==> config.mk <==
export PLATFORM = sky130hd
export DESIGN_NAME = data_out_controller
export DESIGN_NICKNAME = d
export VERILOG_FILES = /design/src/rtl/data_out_controller.sv
export SDC_FILE = /design/constraint.sdc
export NUM_CORES = 1
export LEC_CHECK = 0
export ABC_CLOCK_PERIOD_IN_PS = 3400
export CAP_MARGIN = 20
export CORE_MARGIN = 2
export CORE_UTILIZATION = 55
export CTS_BUF_LIST = sky130_fd_sc_hd__clkbuf_8 sky130_fd_sc_hd__clkbuf_16
export DETAILED_ROUTE_END_ITERATION = 10
export PLACE_DENSITY_LB_ADDON = 0.25
export SKIP_LAST_GASP = 1
export SLEW_MARGIN = 20
export SYNTH_ARGS = -nofsm -noshare
export SYNTH_HDL_FRONTEND = slang
export SYNTH_SLANG_ARGS = --single-unit
==> constraint.sdc <==
create_clock -name FPGA_clk -period 3.4 [get_ports FPGA_clk]
set_clock_uncertainty 0.1 [all_clocks]
set_input_delay 0.34 -clock FPGA_clk [delete_from_list [all_inputs] [get_ports FPGA_clk]]
set_output_delay 0.34 -clock FPGA_clk [all_outputs]
set_load 0.05 [all_outputs]
==> src/rtl/data_out_controller.sv <==
// ---------------------------------------------------------------------------
// data_out_controller
//
// Transmit half of an I2C slave for master-read transfers. Once the slave top
// has acknowledged a read address it raises 'enable'; from then on every
// falling SCL edge moves the slave forward one bit. Bytes come from a
// valid/ready source, go out MSB first, and after each byte the master's
// ACK/NACK is sampled on the ninth SCL rise. The SDA pad is open-drain, so
// this block only asks for a pull-low through SDA_down.
//
// Build option (macro DATA_OUT_CLOCK_STRETCH_EN):
//   defined   - an empty source in LOAD stretches the clock (SCL_down=1)
//               until a byte arrives.
//   undefined - an empty source sends 0xFF and pulses 'underrun';
//               SCL_down is a constant 0.
//
// Ports:
//   FPGA_clk   in   system clock, rising edge
//   rst_n      in   asynchronous reset, active low
//   SCL, SDA   in   bus clock/data, already synchronised to FPGA_clk
//   enable     in   read transfer armed (level)
//   tx_data    in   next byte to send
//   tx_valid   in   tx_data is valid
//   tx_ready   out  byte taken this cycle when tx_valid & tx_ready
//   SDA_down   out  1 = pull SDA low
//   SCL_down   out  1 = hold SCL low (clock stretch)
//   done       out  one-cycle pulse at transfer end (NACK or STOP)
//   nack       out  master NACKed the last byte; held until next start
//   underrun   out  one-cycle pulse when 0xFF is sent for lack of data
//   byte_count out  bytes fully shifted this transfer, saturating
//   busy       out  controller not idle
// ---------------------------------------------------------------------------
module data_out_controller #(
    parameter int NUM_BYTES = 6
) (
    input  logic                       FPGA_clk,
    input  logic                       rst_n,
    input  logic                       SCL,
    input  logic                       SDA,
    input  logic                       enable,
    input  logic [7:0]                 tx_data,
    input  logic                       tx_valid,
    output logic                       tx_ready,
    output logic                       SDA_down,
    output logic                       SCL_down,
    output logic                       done,
    output logic                       nack,
    output logic                       underrun,
    output logic [$clog2(NUM_BYTES):0] byte_count,
    output logic                       busy
);

    localparam int BC_W = $clog2(NUM_BYTES) + 1;
    localparam logic [BC_W-1:0] BC_MAX = BC_W'(NUM_BYTES);

    typedef enum logic [1:0] {
        IDLE,
        LOAD,
        DRIVE,
        ACK_SLOT
    } state_t;

    state_t     state;
    logic       SCL_prev;
    logic       SDA_prev;
    logic [7:0] shift_reg;
    logic [2:0] bit_count;

    logic fall;
    logic rise;
    logic stop_cond;
    logic start_cond;

    assign fall       = ~SCL & SCL_prev;
    assign rise       =  SCL & ~SCL_prev;
    assign stop_cond  =  SCL & SCL_prev & SDA & ~SDA_prev;
    assign start_cond =  SCL & SCL_prev & ~SDA & SDA_prev;

    assign busy = (state != IDLE);

    // Only offer to take a byte when this cycle really ends in LOAD handling;
    // an abort in the same cycle would otherwise swallow a byte from the source.
    assign tx_ready = (state == LOAD) && enable && !(stop_cond || start_cond);

`ifndef DATA_OUT_CLOCK_STRETCH_EN
    assign SCL_down = 1'b0;
`endif

    always_ff @(posedge FPGA_clk or negedge rst_n) begin
        if (!rst_n) begin
            state      <= IDLE;
            SCL_prev   <= 1'b1;
            SDA_prev   <= 1'b1;
            shift_reg  <= 8'hFF;
            bit_count  <= 3'd0;
            byte_count <= '0;
            SDA_down   <= 1'b0;
            done       <= 1'b0;
            nack       <= 1'b0;
            underrun   <= 1'b0;
`ifdef DATA_OUT_CLOCK_STRETCH_EN
            SCL_down   <= 1'b0;
`endif
        end else begin
            SCL_prev <= SCL;
            SDA_prev <= SDA;
            done     <= 1'b0;
            underrun <= 1'b0;

            // Aborts take priority: losing enable is silent, a bus STOP or
            // repeated START ends the transfer (STOP reports done).
            if (state != IDLE && !enable) begin
                state    <= IDLE;
                SDA_down <= 1'b0;
`ifdef DATA_OUT_CLOCK_STRETCH_EN
                SCL_down <= 1'b0;
`endif
            end else if (state != IDLE && (stop_cond || start_cond)) begin
                state    <= IDLE;
                SDA_down <= 1'b0;
                done     <= stop_cond;
`ifdef DATA_OUT_CLOCK_STRETCH_EN
                SCL_down <= 1'b0;
`endif
            end else begin
                case (state)
                    IDLE: begin
                        SDA_down <= 1'b0;
`ifdef DATA_OUT_CLOCK_STRETCH_EN
                        SCL_down <= 1'b0;
`endif
                        // The fall that ends the address ACK opens the first data bit.
                        if (enable && fall) begin
                            state      <= LOAD;
                            nack       <= 1'b0;
                            byte_count <= '0;
                            bit_count  <= 3'd0;
                        end
                    end

                    LOAD: begin
                        bit_count <= 3'd0;
                        if (tx_valid) begin
                            shift_reg <= tx_data;
                            SDA_down  <= ~tx_data[7];
                            state     <= DRIVE;
`ifdef DATA_OUT_CLOCK_STRETCH_EN
                            SCL_down  <= 1'b0;
`endif
                        end else begin
`ifdef DATA_OUT_CLOCK_STRETCH_EN
                            SCL_down  <= 1'b1;
`else
                            // Released SDA reads as ones, so 0xFF is what the
                            // master sees anyway.
                            shift_reg <= 8'hFF;
                            SDA_down  <= 1'b0;
                            underrun  <= 1'b1;
                            state     <= DRIVE;
`endif
                        end
                    end

                    DRIVE: begin
                        // shift_reg[7] is already on the wire, so the next
                        // bit to present is shift_reg[6].
                        if (fall) begin
                            if (bit_count != 3'd7) begin
                                shift_reg <= {shift_reg[6:0], 1'b0};
                                SDA_down  <= ~shift_reg[6];
                                bit_count <= bit_count + 3'd1;
                            end else begin
                                SDA_down <= 1'b0;
                                state    <= ACK_SLOT;
                                if (byte_count != BC_MAX) begin
                                    byte_count <= byte_count + BC_W'(1);
                                end
                            end
                        end
                    end

                    ACK_SLOT: begin
                        SDA_down <= 1'b0;
                        if (rise) begin
                            nack <= SDA;
                        end else if (fall) begin
                            if (nack) begin
                                state <= IDLE;
                                done  <= 1'b1;
                            end else begin
                                state <= LOAD;
                            end
                        end
                    end

                    default: begin
                        state <= IDLE;
                    end
                endcase
            end
        end
    end

endmodule

# Word-level counts from Yosys, hierarchy flattened
# Cells that the tools add are included.
[word_totals] ff_bits=22 output_inout_bits=11 wordCells=104
[classes] addsub=2 eq_ne=16 mux=41 n_bitwise=15 n_reduce_logical=20
[ops] operator="$mux 7" n=3
[ops] operator="$ne 4x4->1 const B" n=5
[ops] operator="$mux 1" n=18
[ops] operator="$mux 4" n=4
[ops] operator="$reduce_and 5->1" n=3
[ops] operator="$mux 2" n=7
[ops] operator="$pmux 7 s2" n=1
[ops] operator="$ne 2x2->1 const B" n=6
[ops] operator="$mux 3" n=3
[ops] operator="$pmux 3 s3" n=1
[ops] operator="$not 1->1" n=8
[ops] operator="$pmux 2 s4" n=1
[ops] operator="$pmux 4 s2" n=1
[ops] operator="$reduce_bool 2->1" n=4
[ops] operator="$and 1x1->1" n=7
[ops] operator="$reduce_and 7->1" n=1
[ops] operator="$reduce_and 6->1" n=1
[ops] operator="$logic_and 1x1->1" n=5
[ops] operator="$add 4x1->4 const B" n=1
[ops] operator="$eq 2x2->1 const B" n=2
[ops] operator="$ne 4x3->1 const B" n=1
[ops] operator="$add 3x1->3 const B" n=1
[ops] operator="$ne 3x3->1 const B" n=1
[ops] operator="$pmux 1 s3" n=1
[ops] operator="other kinds (7)" n=8

# Longest topological paths before layout
[depth] word_depth=7 ltp_mapped=8

# Least setup slack after synthesis
# Ideal clock, no wire load.
[synth_path] path_kind="flip-flop to flip-flop" from="reg byte_count[0]" to="reg byte_count[3]" t_arrival_ps=1797 slack_ps=1378 stages_incl_launch_ff=6 synth_period_minus_slack_ps=2022 path_cell_list="dfrtp_1 -> inv_1 -> ha_1 -> a311oi_2 -> o211ai_1 -> mux2_2"
[synth_between] elab_chain_cells=5 elab_cells_between_ends=8 cone_classes="1 x add/sub; 2 x eq/ne; 4 x mux; 1 x reduce/logical"
[synth_rtl] item="start: declaration" line_no="49" rtl="output logic [$clog2(NUM_BYTES):0] byte_count,"
[synth_rtl] item="start signal: assignment" line_no="176" rtl="byte_count <= byte_count + BC_W'(1);"
[synth_rtl] item="$add 4x1->4" line_no="176"
[synth_rtl] item="$mux 4" line_no="175" rtl="if (byte_count != BC_MAX) begin"
[synth_rtl] item="$mux 4" line_no="168" rtl="if (bit_count != 3'd7) begin"
[synth_rtl] item="$mux 4" line_no="167" rtl="if (fall) begin"
[synth_rtl] item="$pmux 4 s2" line_no="126" rtl="case (state)"
# Parallel ways exist; a longest one is shown, timed or not. The select of a mux whose other input is x is not followed.
# A chain may end at the register's enable or synchronous reset.

# Worst setup path in the final report
[layout_path] from="reg state[0]" to="out busy"
[layout_between] elab_chain_cells=1
[layout_rtl] item="start: declaration" line_no="63" rtl="state_t state;"
[layout_rtl] item="start signal: assignment" line_no="91" rtl="state <= IDLE;"
[layout_rtl] item="start signal: assignment" line_no="113" rtl="state <= IDLE;"
[layout_rtl] item="start signal: assignment" line_no="119" rtl="state <= IDLE;"
[layout_rtl] item="$reduce_bool 2->1" line_no="79" rtl="assign busy = (state != IDLE);"
[layout_rtl] item="end: declaration" line_no="50" rtl="output logic busy"
# Every way passes these cells.

==> results.sh <==
export IMPL_status="finished clean"
export IMPL_antenna_found_initial=0
export IMPL_syn_avg_cell_area_um2=9.75
export IMPL_dp_hpwl_um=2120
export IMPL_routedWlPerCell_um=15.0
export IMPL_synthesis_nets=163
export IMPL_yosys_area_top_type_share_pct=24.0
export IMPL_synth_seq_cells=22
export IMPL_clkPwrFrac_pct=16.3
export IMPL_rsz0062_at_grt="no"
export IMPL_async_reset_ff_share_pct=100
export IMPL_ctsResizeCount=0
export IMPL_max_stage_delay_ns=0.82
export IMPL_largest_reg_flops=7
export IMPL_ir_drop_mv=0.402
export IMPL_portBuffers=23
export IMPL_drc_errors=0
export IMPL_drive_gt1_share_pct=14.8
export IMPL_yosysSeqAreaShare_pct=41.5
export IMPL_yosysUniqueCellTypes=48
export IMPL_worstPathCellList="inv_1 -> ha_1 -> inv_1 -> clkdlybuf4s50_1"
export IMPL_worst_path_buf_inv=3
export IMPL_syn_area_mm2=0.00136
export IMPL_root_buffer="clkbuf_8"
export IMPL_wl_um=2850
export IMPL_wl_met1_um=1310
export IMPL_synth_adder_area_share_pct=9.23
export IMPL_clockBufferDepth=2
export IMPL_dp_slack_ns=0.848
export IMPL_ios=25
export IMPL_die_x_um=53.6
export IMPL_start_util_pct=59.5
export IMPL_slew_headroom_pct=39.4
export IMPL_post_route_min_period_ns=2.67
export IMPL_cts_tree="built"
export IMPL_synth_xor_area_share_pct=1.29
export IMPL_slowest_stage="clkdlybuf4s50_1"
export IMPL_synth_top_family_by_area="compound AO/OA/AOI/OAI gates"
export IMPL_n_antenna_cell=0
export IMPL_finalMaxSlewViolations=0
export IMPL_hp_class="flop to flop"
export IMPL_setup_slack_ns=0.730
export IMPL_crit_path_start_kind="flop"
export IMPL_yosysWarnings=0
export IMPL_power_switching_w=0.000480
export IMPL_grt_pass1_wl_um=4800
export IMPL_cp_end_kind="primary output"
export IMPL_crit_cells=4
export IMPL_syn_to_final_growth_pct=22.3
export IMPL_p_leak_nw=0.741
export IMPL_tns_ns=0
export IMPL_wl_met2_um=1400
export IMPL_cp_arrival_ns=2.23
export IMPL_numCtsBuffers=3
export IMPL_reg2reg_slack_ns=0.93
export IMPL_first_iter_violations=29
export IMPL_clkTransAtPathRegs_ns=0.08
export IMPL_criticalPathCategory="flop to primary output"
export IMPL_final_nets=187
export IMPL_h_tree_depth=1
export IMPL_wl_met3_um=106
export IMPL_post_route_period_util_pct=78.5
export IMPL_max_freq_ghz=0.375
export IMPL_grt_max_degree=23
export IMPL_seq_power_share_pct=37.5
export IMPL_tightestPinTransition_ns=0.909
export IMPL_viasPerCell=5.76
export IMPL_syn_inst=139
export IMPL_maxCapViolCount=0
export IMPL_die_y_um=53.6
export IMPL_synth_compound_area_share_pct=21.6
export IMPL_p_int_w=0.000687
export IMPL_gr_total_overflow=0
export IMPL_cts_sinks=22
export IMPL_dr_pass1_iters=4
export IMPL_vias=1094
export IMPL_synth_top_cell_by_area="dfrtp_1"
export IMPL_grt_pass1_vias=1077
export IMPL_hold_violations=0
export IMPL_cellPowerDensity_mw_per_mm2=705
export IMPL_comb_power_share_pct=46.2
export IMPL_dieArea_mm2=0.00288
export IMPL_path_common_cell="inv_1"
export IMPL_setup_violations=0
export IMPL_rows=17
export IMPL_worstPathRequired_ns=2.96
export IMPL_synth_edf_count=0
export IMPL_yosys_area_share_simple_pct=17.6
export IMPL_ant_nets=0
export IMPL_synth_mux_area_share_pct=3.42
export IMPL_synth_area_leaders="dfrtp_1, dfstp_2, ha_1, nand2_1, o21ai_0"
export IMPL_worstSkewPairLatency_ns=0.26
export IMPL_r2r_cells=6
export IMPL_min_path_cells=2
export IMPL_coreArea_mm2=0.00228
export IMPL_cp_top_family="buffers and inverters"
export IMPL_top_layer_used="met4"
export IMPL_p_sw_share_pct=41.1
export IMPL_critPathMaxFanout=10
export IMPL_place_congestion=0.848
export IMPL_grt_usage_pct=23.2
export IMPL_synth_top_flop_cell="dfrtp_1"
==> metal layers <==
metal / GRT usage [%] / up-vias
met5: 0 / -
met4: 8.97 / 0
met3: 3.89 / 5
met2: 39.3 / 25
met1: 29.5 / 521
li1: - / 543
==> worst min-delay path, cell delays in order, from the launching register on <==
cell and delay (ns):
dfstp_2 0.38, nand2_1 0.04, o21ai_0 0.06
==> synthesized netlist by cell type, types with 2 or more instances <==
cell type	number
o22ai_1	9
o21ai_0	12
nand2_1	20
and3_1	3
a31oi_1	2
clkbuf_1	3
mux2i_1	2
nor2_1	3
o21ai_1	2
dfstp_2	9
a21oi_1	2
or2b_1	2
inv_1	12
nand3b_1	3
ha_1	10
dfrtp_1	13
==> power by group through the flow <==
stage	logic (W)	clock network (W)	registers, W
6_report	0.000539	0.000190	0.000438
5_1_grt	0.000593	0.000204	0.000452
4_1_cts	0.000541	0.000195	0.000438
3_5_place_dp	0.000539	0	0.000441
3_3_place_gp	0.000520	0	0.000432
2_1_floorplan	0.000347	0	0.000479
==> repair_timing <==
action                     in CTS  in global routing
setup endpoints to repair       0                  0
hold endpoints to repair        0                 13
setup buffers                   0                  0
hold buffers                    0                  1
==> final timing paths <==
path	start	to
worst max-delay path	state[0]	busy
worst min-delay path	shift_reg[4]	shift_reg[4]
worst max register to register	state[0]	byte_count[2]
worst min register to register	shift_reg[4]	shift_reg[4]
max in group asynchronous	rst_n	shift_reg[2]
min in group asynchronous	rst_n	done
==> logic make-up after synthesis <==
kind of cell | count (synthesis)
xor gates and xnor gates | 2
muxes | 4
buffers and inverters | 17
AOI/OAI and AO/OA | 41
DFF | 22
other | 1
and+or+nand+nor | 42
adders and majority gates | 10
==> cell usage in the layout (no fill, tap or decap), types with 3 or more instances in the layout <==
cell type | synthesis | routed
dfstp_2 | 9 | 9
dfrtp_1 | 13 | 13
and3_1 | 3 | 3
o21ai_0 | 12 | 12
inv_1 | 12 | 12
nor2_1 | 3 | 3
nand2_1 | 20 | 20
nand3b_1 | 3 | 3
ha_1 | 10 | 10
o22ai_1 | 9 | 9
clkbuf_8 | 0 | 4
clkdlybuf4s50_1 | 0 | 22
==> through the flow <==
stage	hold slack [ns]	total power [W]	utilization, %	instances	cell area, um2
after floorplan	-0.0556	0.000827	-	139	1360
after global placement	0.366	0.000952	70.1	185	1600
after detailed placement	0.376	0.000980	70.1	185	1600
after CTS	0.388	0.00117	72.6	189	1650
after global routing	0.422	0.00125	72.8	190	1660
final	0.384	0.00117	72.8	190	1660
==> layout make-up <==
type	count	area (um2)
Multi-Input combinational cell	100	724
Inverter	12	45.0
Timing Repair Buffer	24	235
Sequential cell	22	562
Fill cell	157	619
Clock buffer	4	55.1
Tap cell	28	35.0
(Power assumes the default switching activity.)
